`config.mk`:
```
export PLATFORM = sky130hd
export DESIGN_NAME = ram36_bit_serializer
export DESIGN_NICKNAME = d
export VERILOG_FILES = /design/src/rtl/ram36_bit_serializer.sv
export SDC_FILE = /design/constraint.sdc
export NUM_CORES = 1
export LEC_CHECK = 0
export CORE_MARGIN = 2
export CORE_UTILIZATION = 35
export DETAILED_ROUTE_END_ITERATION = 8
export PLACE_DENSITY = 0.56
export SLEW_MARGIN = 20
export SYNTH_ARGS = -nofsm -noshare
export SYNTH_HDL_FRONTEND = slang
export SYNTH_SLANG_ARGS = --single-unit
```
`constraint.sdc`:
```
create_clock -name CLK -period 5.09 [get_ports CLK]
set_input_delay 0.7635 -clock CLK [delete_from_list [all_inputs] [get_ports CLK]]
set_output_delay 0.7635 -clock CLK [all_outputs]
set_load 0.005 [all_outputs]
```
`src/rtl/ram36_bit_serializer.sv`:
```
// rtl/ram36_bit_serializer.sv - streams 36-bit block RAM words (parity first) as a gapless MSB-first bitstream
module ram36_bit_serializer #(
    parameter int ADDR_W = 9,
    parameter int LEN_W  = 10
) (
    input  logic              CLK,
    input  logic              RST_N,
    input  logic              START,
    input  logic [ADDR_W-1:0] BASE_ADDR,
    input  logic [LEN_W-1:0]  NUM_WORDS,
    output logic              RAM_EN,
    output logic [ADDR_W-1:0] RAM_ADDR,
    input  logic [31:0]       RAM_DO,
    input  logic [3:0]        RAM_DOP,
    output logic              BIT_OUT,
    output logic              BIT_VALID,
    input  logic              BIT_READY,
    output logic              BUSY,
    output logic              DONE
);
    typedef enum logic [1:0] {IDLE, RUN, FINISH} state_t;
    localparam logic [LEN_W-1:0] MAX_WORDS = LEN_W'(1 << ADDR_W);

    state_t            state, state_nxt;
    logic [35:0]       sr, hr;
    logic [5:0]        sr_cnt;
    logic              hr_full;
    logic              rd_flight;
    logic              ram_vld;
    logic [ADDR_W-1:0] fetch_addr;
    logic [LEN_W-1:0]  fetch_rem;
    logic [LEN_W-1:0]  send_rem;
    logic [LEN_W-1:0]  num_clamped;

    logic start_ok, accept, sr_last, hr_to_sr, hr_free, capture, issue;

    assign num_clamped = (NUM_WORDS > MAX_WORDS) ? MAX_WORDS : NUM_WORDS;
    assign start_ok    = (state == IDLE) && START;
    assign BIT_VALID   = (sr_cnt != 6'd0);
    assign BIT_OUT     = sr[35];
    assign accept      = BIT_VALID && BIT_READY;
    assign sr_last     = (sr_cnt == 6'd1) && accept;
    assign hr_to_sr    = hr_full && ((sr_cnt == 6'd0) || sr_last);
    assign hr_free     = !hr_full || hr_to_sr;
    // The RAM output register holds its data while RAM_EN is low, so a returned
    // word may wait there until HR frees up; capture and re-issue share one edge.
    assign capture     = rd_flight && ram_vld && hr_free;
    assign issue       = (state == RUN) && (fetch_rem != '0) && (!rd_flight || capture) && hr_free;

    always_ff @(posedge CLK) begin
        if (!RST_N) begin
            state <= IDLE;
        end else begin
            state <= state_nxt;
        end
    end

    always_comb begin
        state_nxt = state;
        case (state)
            IDLE:    if (START) state_nxt = RUN;
            RUN:     if ((send_rem == '0) && ((sr_cnt == 6'd0) || sr_last)) state_nxt = FINISH;
            FINISH:  state_nxt = IDLE;
            default: state_nxt = IDLE;
        endcase
    end

    always_comb begin
        BUSY = 1'b0;
        DONE = 1'b0;
        case (state)
            RUN:     BUSY = 1'b1;
            FINISH:  DONE = 1'b1;
            default: ;
        endcase
    end

    always_ff @(posedge CLK) begin
        if (!RST_N) begin
            RAM_EN     <= 1'b0;
            RAM_ADDR   <= '0;
            fetch_addr <= '0;
            fetch_rem  <= '0;
            send_rem   <= '0;
            rd_flight  <= 1'b0;
            ram_vld    <= 1'b0;
            hr         <= '0;
            hr_full    <= 1'b0;
            sr         <= '0;
            sr_cnt     <= 6'd0;
        end else begin
            if (start_ok) begin
                send_rem <= num_clamped;
                if (num_clamped != '0) begin
                    RAM_EN     <= 1'b1;
                    RAM_ADDR   <= BASE_ADDR;
                    fetch_addr <= BASE_ADDR + ADDR_W'(1);
                    fetch_rem  <= num_clamped - LEN_W'(1);
                    rd_flight  <= 1'b1;
                end else begin
                    RAM_EN    <= 1'b0;
                    fetch_rem <= '0;
                end
            end else begin
                RAM_EN <= issue;
                if (issue) begin
                    RAM_ADDR   <= fetch_addr;
                    fetch_addr <= fetch_addr + ADDR_W'(1);
                    fetch_rem  <= fetch_rem - LEN_W'(1);
                end
                if (issue) begin
                    rd_flight <= 1'b1;
                end else if (capture) begin
                    rd_flight <= 1'b0;
                end
                if (hr_to_sr) begin
                    send_rem <= send_rem - LEN_W'(1);
                end
            end

            if (RAM_EN) begin
                ram_vld <= 1'b1;
            end else if (capture) begin
                ram_vld <= 1'b0;
            end

            if (capture) begin
                hr      <= {RAM_DOP, RAM_DO};
                hr_full <= 1'b1;
            end else if (hr_to_sr) begin
                hr_full <= 1'b0;
            end

            if (hr_to_sr) begin
                sr     <= hr;
                sr_cnt <= 6'd36;
            end else if (accept) begin
                sr     <= {sr[34:0], 1'b0};
                sr_cnt <= sr_cnt - 6'd1;
            end
        end
    end
endmodule

```
==> metrics.cfg, run 1 <==
[floorplan]
rows=47
dieArea_mm2=0.0180
die_h_um=134
core_area_mm2=0.0166
die_w_um=134
io_pins=73
initial_core_util_pct=35.8

[clocking]
cts_tree=done
postCtsHoldBufs=0
cts-root-buf=clkbuf_16
path_clk_slew_ps=50
ctsResizeCount=0
clock-sinks=122
clk_path_buf_depth=2
cts_made_buffers=17
cts_setup_buffers=0
worstSkewPairLatency_ps=410
htree_levels=4

[timing]
period_needed_ps=3570
slew_violations=0
finalHoldViolCount=0
fin_crit_sh_pct=70.2
rsz0062_at_grt=false
fin_skew_ps=8.03
worst_pin_slew_ps=877
tns_ps=0
relSlewSlack_pct=41.0
timing.fmax_ghz=0.280
finalSetupViolCount=0

[worst_setup_path]
path_max_fanout=14
start_kind=input port
cp.required_ps=5390
worstSetupEndpointType=flop
worstPathArrival_ps=3870
crit_type=in2reg

[synthesis]
yosysUniqueCellTypes=68
syn-cell-area_mm2=0.00593
avgSynthCellArea_um2=7.96
syn_inst=745
synth_ff_type=dfxtp_1
synth_edf_count=0
syn_nets=810
async_flop_share_pct=0
synth_seq_area_share_pct=41.2
synth_seq_cells=122
yosysWarnings=0

[global_route]
grt_util_all_layers_pct=18.0
grt_pass1_wl_um=26400
antenna_found_initial=0
grt_pass1_vias=5296
grt-ovfl-total=0
grt_start_max_net_pins=41

[placement]
hpwl_um=10600
portBuffers=72
place_congestion=0.897
placed_area_mm2=0.00670

[route]
avgViaCountPerCell=5.43
vias=5564
wirelength_um=15800
wire_per_inst_um=15.5
remaining_drc_errors=0
antenna_left=0
initialDrtViolationCount=404
drtPass1Iterations=5

[cells_and_area]
diodes=0
fin_nets=857
multi_input_area_mm2=0.00315
seqCellArea_mm2=0.00244
design_area_mm2=0.00721
n_fill_cell=1672
fin_util_pct=43.5
layout-drive-gt1-share_pct=7.46
syn_to_final_growth_pct=21.6

[power_and_ir_drop]
powerDensity_mw_per_mm2=459
p_int_mw=2.20
p_leak_nw=2.48
pwr-share-seq_pct=39.2
clkPwrFrac_pct=31.9
combPwrFrac_pct=28.9
peakVddDrop_mv=0.247
p_sw_mw=1.10
netSwitchingFraction_pct=33.3

[worst_hold_path]
hold_path_class=reg2reg

[status]
status=finished, final reports clean

[job]
cap_violations=0

through the flow:
stage                     setup WS [ps]  hold WS [ps]  instances  power, mW
final                              1520           454       1024       3.31
after global routing               1310           476       1024       3.53
after floorplan                    2090           432        745       2.03
after global placement             1240           443        993       2.23
after CTS                          1560           456       1024       3.33
after detailed placement           1150           448        993       2.27
final timing paths:
kind / slack (ps) / depth (start not counted) / start / to
setup / recovery: 1520 / 9 / NUM_WORDS[9] / fetch_addr[2]
hold / removal: 450 / 2 / hr[23] / hr[23]
setup reg to reg: 2460 / 7 / sr_cnt[0] / sr[8]
hold reg to reg: 450 / 2 / hr[23] / hr[23]
worst max-delay path, cell delays in order:
cell             delay [ps]
clkdlybuf4s50_1         740
inv_1                   200
nand2_1                 160
ha_1                    250
or3b_2                  500
or3_1                   360
nor2_2                  460
nor3_1                  130
o31a_1                  310
cell type report:
class                      instances  area share [%]
timing repair buffer              81            10.9
clock inverter                     9           0.694
multi-input combinational        559            43.7
inverter                          11           0.573
clock buffer                      22            6.44
sequential                       122            33.9
tap                              220            3.82
cell usage after synthesis (2+ instances only):
cell	instances	area [um2]
nor2b_1	7	43.8
and3_1	4	25.0
nor4b_1	2	17.5
nand3_1	19	95.1
or4_1	2	15.0
buf_4	2	15.0
nor3b_1	3	22.5
nor4_1	11	68.8
o31ai_1	4	30.0
xnor2_1	9	78.8
inv_1	10	37.5
o21a_1	3	22.5
xor2_1	5	43.8
o21ai_0	19	95.1
a211oi_2	3	37.5
clkbuf_1	25	93.8
nand3b_1	2	15.0
or3b_2	2	17.5
buf_2	13	65.1
o211ai_1	4	30.0
a211oi_1	12	90.1
or3_1	8	50.1
buf_6	11	124
nor2_1	67	251
a21oi_1	62	310
o22ai_1	3	18.8
mux2i_1	7	70.1
nor3_1	15	75.1
o311ai_0	2	17.5
nand4_1	6	37.5
dfxtp_1	122	2440
buf_1	2	7.51
nand2b_1	3	18.8
o31a_1	4	35.0
a311oi_1	41	359
and2_1	3	18.8
ha_1	6	75.1
a31o_2	2	17.5
o2111ai_1	3	26.3
a31oi_1	6	37.5
nand2_1	184	691
power by group through the flow:
stage | registers (mW) | logic [mW] | clock network, mW
after CTS | 1.30 | 0.959 | 1.08
after floorplan | 1.28 | 0.748 | 0
final | 1.30 | 0.954 | 1.05
after global routing | 1.32 | 1.08 | 1.13
after detailed placement | 1.31 | 0.953 | 0
after global placement | 1.30 | 0.922 | 0
placed cells by master, fill, tap and decap left out, types with 4 or more instances in the layout:
master,n
mux2i_1,7
dfxtp_1,122
clkdlybuf4s50_1,72
or3_1,8
nor2_1,67
clkinv_2,7
nor2b_1,7
o31ai_1,4
nand4_1,6
nor3_1,15
nor4_1,11
clkbuf_16,17
buf_4,9
o31a_1,4
inv_1,10
ha_1,6
o211ai_1,4
and3_1,4
nand2_1,184
a211oi_1,12
xnor2_1,9
a21oi_1,62
nand3_1,19
a31oi_1,6
o21ai_0,19
xor2_1,5
a311oi_1,41
logic make-up after synthesis:
family                   synth area share (%)
AND/OR/NAND/NOR                          26.5
AO/OA/AOI/OAI                            21.8
flip-flops                               41.2
buffers and inverters                    5.84
XOR/XNOR                                 2.07
multiplexers                             1.37
adder cells (fa/ha/maj)                  1.27
state kept, by name, summed over array words and instances (netlist names):
signal	cells
ram_vld	1
fetch_rem	10
rd_flight	1
sr	36
RAM_ADDR	9
hr_full	1
hr	36
state	2
fetch_addr	9
RAM_EN	1
send_rem	10
sr_cnt	6
per-layer routing:
metal	track usage (%)	wire length (um)	up-vias
met2	28.3	7220	144
li1	-	-	2747
met1	24.1	7620	2652
met3	4.72	761	21
met4	5.73	227	0
met5	0	0	-
Note: power is estimated with default switching activity, not from simulation.
==> run 2, diff against run 1 <==
--- a/config.mk
+++ b/config.mk
@@ -8,7 +8,7 @@
 export CORE_MARGIN = 2
 export CORE_UTILIZATION = 35
 export DETAILED_ROUTE_END_ITERATION = 8
-export PLACE_DENSITY = 0.56
+export PLACE_DENSITY = 0.58
 export SLEW_MARGIN = 20
 export SYNTH_ARGS = -nofsm -noshare
 export SYNTH_HDL_FRONTEND = slang
==> constraint.sdc (replaced) <==
create_clock -name CLK -period 3.08 [get_ports CLK]
set_input_delay 0.462 -clock CLK [delete_from_list [all_inputs] [get_ports CLK]]
set_output_delay 0.462 -clock CLK [all_outputs]
set_load 0.005 [all_outputs]
==> run 2 against run 1 <==
- setup slack worse by 900 ps
- sequential power is 65% higher
- critical path type unchanged
- largest cell class unchanged
- utilization up 1.0 points
==> metrics.cfg, run 2 (synthesis gave the netlist of run 1 again) <==
[status]
status=finished, final reports clean

[route]
drtPass1Iterations=5
remaining_drc_errors=0
wl_met1_um=7140
met3_length_um=761
initialDrtViolationCount=362
avgViaCountPerCell=5.37
wire_per_inst_um=15.1
met2_length_um=7480
vias=5562
wirelength_um=15700
antenna_left=0
highest_layer=met4

[power_and_ir_drop]
combPwrFrac_pct=29.0
p_leak_nw=2.54
peakVddDrop_mv=0.456
clkPwrFrac_pct=32.9
p_int_mw=3.75
pwr-share-seq_pct=38.1
power.total_mw=5.63
p_sw_mw=1.89
netSwitchingFraction_pct=33.5
powerDensity_mw_per_mm2=763

[clocking]
path_clk_slew_ps=60
worstSkewPairLatency_ps=420
cts_setup_buffers=0
cts-root-buf=clkbuf_16
htree_levels=4
postCtsHoldBufs=0
clock-sinks=122
ctsResizeCount=0
cts_tree=done
cts_made_buffers=17
clk_path_buf_depth=2

[cells_and_area]
seqCellArea_mm2=0.00244
syn_to_final_growth_pct=24.4
layout_commonest_cell=nand2_1
top_regs=hr x36, sr x36
n_fill_cell=1625
diodes=0
layout-drive-gt1-share_pct=9.08
layout_common_cells=184 x nand2_1, 122 x dfxtp_1, 72 x clkdlybuf4s50_1
fin_nets=867
final_cell_count_no_fill=1035
multi_input_area_mm2=0.00315

[timing]
fin_ws_ps=618
timing.fmax_ghz=0.406
tns_ps=0
finalHoldViolCount=0
rsz0062_at_grt=false
finalSetupViolCount=0
relSlewSlack_pct=63.3
slew_violations=0
worst_pin_slew_ps=549
fin_crit_sh_pct=79.9
fin_skew_ps=10.1
period_needed_ps=2460

[worst_hold_path]
hold_path_class=reg2reg
hold_path_depth=2

[worst_setup_path]
start_kind=input port
path_max_fanout=12
cp.required_ps=3390
ff2ff_path_depth=7
crit_type=in2reg
worstSetupEndpointType=flop
worstPathArrival_ps=2770

[placement]
dp_slack_ps=208
portBuffers=72
hpwl_um=10300
dp_cells=1003
place_congestion=0.829

[floorplan]
io_pins=73
die_w_um=134
die_h_um=134
rows=47
core_area_mm2=0.0166
dieArea_mm2=0.0180
initial_core_util_pct=35.8

[global_route]
grt_pass1_vias=5325
grt-ovfl-total=0
grt_start_max_net_pins=75
grt_pass1_wl_um=26300
antenna_found_initial=0
grt_util_all_layers_pct=18.1

[job]
cap_violations=0

## run 2: cell count changes in the layout (fill, tap and decap cells not counted), moves of 2 or more
cell / previous run / this run
buf_4: 9 / 15
clkinv_4: 0 / 4
clkbuf_1: 3 / 1
clkbuf_8: 2 / 0
clkinvlp_4: 2 / 5
buf_12: 0 / 4
clkinv_2: 7 / 3
## run 2: final timing paths
kind	from	endpoint	slack, ps
setup / recovery	NUM_WORDS[9]	fetch_addr[2]	620
hold / removal	hr[19]	hr[19]	460
setup reg to reg	fetch_rem[1]	fetch_addr[2]	710
hold reg to reg	hr[19]	hr[19]	460
## run 2: final cells by class
type	instances	share of cell area (%)
multi-input combinational	559	42.7
clock buffer	18	5.82
timing repair buffer	91	12.4
clock inverter	14	1.71
inverter	11	0.560
tap	220	3.73
sequential	122	33.1
## run 2: routing by layer
layer	GRT usage, %	up-vias
li1	-	2773
met2	29.2	135
met4	6.61	0
met5	0	-
met3	4.69	25
met1	23.4	2629
## run 2: power by group through the flow
stage	sequential (mW)	clock, mW	combinational (mW)
floorplan	2.12	0	1.24
CTS	2.14	1.90	1.64
global placement	2.16	0	1.58
finish	2.15	1.85	1.64
detailed placement	2.17	0	1.63
global route	2.19	1.97	1.85
## run 2: stage by stage
step           cell area (um2)  hold WS (ps)  utilization (%)
2_1_floorplan             5930           432                -
6_report                  7380           456             44.5
5_1_grt                   7380           470             44.5
3_3_place_gp              6820           443             41.1
3_5_place_dp              6820           447             41.1
4_1_cts                   7380           456             44.5
## run 2: worst max-delay path, cell delays in order
cell and delay, ps:
clkdlybuf4s50_1 480, inv_1 70, nand2_1 90, ha_1 170, or3b_2 480, or3_1 360
nor2_2 150, buf_12 150, nor3_1 60, o31a_1 300
==> run 3, diff against run 2 <==
--- a/config.mk
+++ b/config.mk
@@ -8,7 +8,7 @@
 export CORE_MARGIN = 2
 export CORE_UTILIZATION = 35
 export DETAILED_ROUTE_END_ITERATION = 8
-export PLACE_DENSITY = 0.58
+export PLACE_DENSITY = 0.56
 export SLEW_MARGIN = 20
 export SYNTH_ARGS = -nofsm -noshare
 export SYNTH_HDL_FRONTEND = slang
==> constraint.sdc (replaced) <==
create_clock -name CLK -period 2.5 [get_ports CLK]
set_input_delay 0.375 -clock CLK [delete_from_list [all_inputs] [get_ports CLK]]
set_output_delay 0.375 -clock CLK [all_outputs]
set_load 0.005 [all_outputs]
==> run 3 against run 2 <==
- design area rose by 4.4%
- sequential power rose by 23%
- non-clock buffer count rose by 32
- via count rose by 0.68%
- die area did not move
- combinational power rose by 31%
- sequential cell count did not move
- sequential share of layout area fell by 1.4 points
- critical path type unchanged
==> metrics.cfg, run 3 (synthesis gave the netlist of run 1 again) <==
[status]
status=finished, final reports clean

[route]
initialDrtViolationCount=354
wire_per_inst_um=15.1
vias=5600
avgViaCountPerCell=5.25
drtPass1Iterations=5
remaining_drc_errors=0
antenna_left=0
wirelength_um=16100

[placement]
portBuffers=72
placed_area_mm2=0.00706
place_congestion=0.863
dp_cells=1032
dp_slack_ps=-265
hpwl_um=10900

[timing]
relSlewSlack_pct=64.2
finalHoldViolCount=0
tns_ps=0
period_needed_ps=2340
worst_pin_slew_ps=532
finalSetupViolCount=0
timing.fmax_ghz=0.427
slew_violations=0
fin_skew_ps=15.0
rsz0062_at_grt=false
fin_crit_sh_pct=93.8
hold_ws_ps=456
fin_ws_ps=156

[worst_setup_path]
cp.required_ps=2850
worstSetupEndpointType=flop
reg2reg_from=fetch_rem[0]
path_max_fanout=7
worstPathArrival_ps=2690
start_kind=input port
r2r-end=fetch_addr[6]
ff2ff_path_depth=7
crit_type=in2reg
r2r_setup_slack_ps=190

[power_and_ir_drop]
peakVddDrop_mv=0.549
combPwrFrac_pct=29.3
p_leak_nw=2.74
p_int_mw=4.94
pwr-share-seq_pct=36.0
clkPwrFrac_pct=34.7
netSwitchingFraction_pct=32.7
p_sw_mw=2.40
powerDensity_mw_per_mm2=952
power.total_mw=7.34

[floorplan]
rows=47
initial_core_util_pct=35.8
dieArea_mm2=0.0180
core_area_mm2=0.0166
io_pins=73
die_h_um=134
die_w_um=134

[clocking]
worstSkewPairLatency_ps=420
clk_path_buf_depth=2
htree_levels=4
postCtsHoldBufs=0
clock-sinks=122
cts_made_buffers=17
cts_tree=done
path_clk_slew_ps=60
cts-root-buf=clkbuf_16

[global_route]
grt_util_all_layers_pct=18.2
antenna_found_initial=0
grt_pass1_vias=5353
grt-ovfl-total=0
grt_pass1_wl_um=26400
grt_start_max_net_pins=71

[cells_and_area]
fin_util_pct=46.5
layout_common_cells=184 x nand2_1, 122 x dfxtp_1, 72 x clkdlybuf4s50_1
final_cell_count_no_fill=1067
layout-drive-gt1-share_pct=12.5
layout_commonest_cell=nand2_1
syn_to_final_growth_pct=29.9
design_area_mm2=0.00770
diodes=0
fin_nets=899
top_regs=hr x36, sr x36

[worst_hold_path]
min_to=hr[25]
hold_path_depth=2
hold_path_class=reg2reg
worstHoldStart=hr[25]

[job]
cap_violations=0

==> run 3: changes by cell type in the layout (fill, tap and decap cells not counted), sizes merged <==
cell      change
buf          +32
clkinvlp      -3
bufinv        +2
inv           +2
clkbuf        -1
==> run 3: worst max-delay path: stages <==
cell             delay, ps
clkdlybuf4s50_1        480
inv_1                   70
nand2_1                100
ha_1                   170
or3b_2                 480
or3_1                  370
nor2_2                  90
buf_4                  160
buf_4                  150
o21ai_0                 90
a31oi_1                160
==> run 3: area by class of cell <==
cell class,count,area [um2]
clock buffers,17,425
clock inverters,15,193
fillers,1626,8880
inverters,11,41.3
multi-input cells,559,3150
flip-flops and latches,122,2440
well taps,220,275
repair buffers,123,1180
==> run 3: what timing repair did <==
action,CTS,global route
buffers inserted,0,3
setup endpoints to repair,0,1
gates resized for setup,0,0
==> run 3: layer usage <==
metal	global-route usage, %	wire (um)
met5	0	0
met4	6.49	223
met3	4.61	598
met2	29.4	7650
met1	23.5	7590
==> run 3: worst max path at each step <==
stage | from | to | slack, ps | cells past startpoint
floorplan | START | fetch_addr[4] | -20 | 11
global placement | NUM_WORDS[9] | fetch_addr[2] | -220 | 10
detailed placement | NUM_WORDS[9] | fetch_addr[2] | -270 | 10
CTS | sr_cnt[2] | BIT_VALID | 80 | 4
global route | NUM_WORDS[9] | fetch_addr[7] | 10 | 11
finish | NUM_WORDS[9] | fetch_addr[7] | 160 | 11
==> run 3: power by group through the flow <==
stage | Clock, mW | Combinational, mW | Sequential (mW)
2_1_floorplan | 0 | 1.53 | 2.61
3_3_place_gp | 0 | 2.03 | 2.65
3_5_place_dp | 0 | 2.08 | 2.67
4_1_cts | 2.60 | 2.10 | 2.63
5_1_grt | 2.69 | 2.41 | 2.70
6_report | 2.54 | 2.15 | 2.64
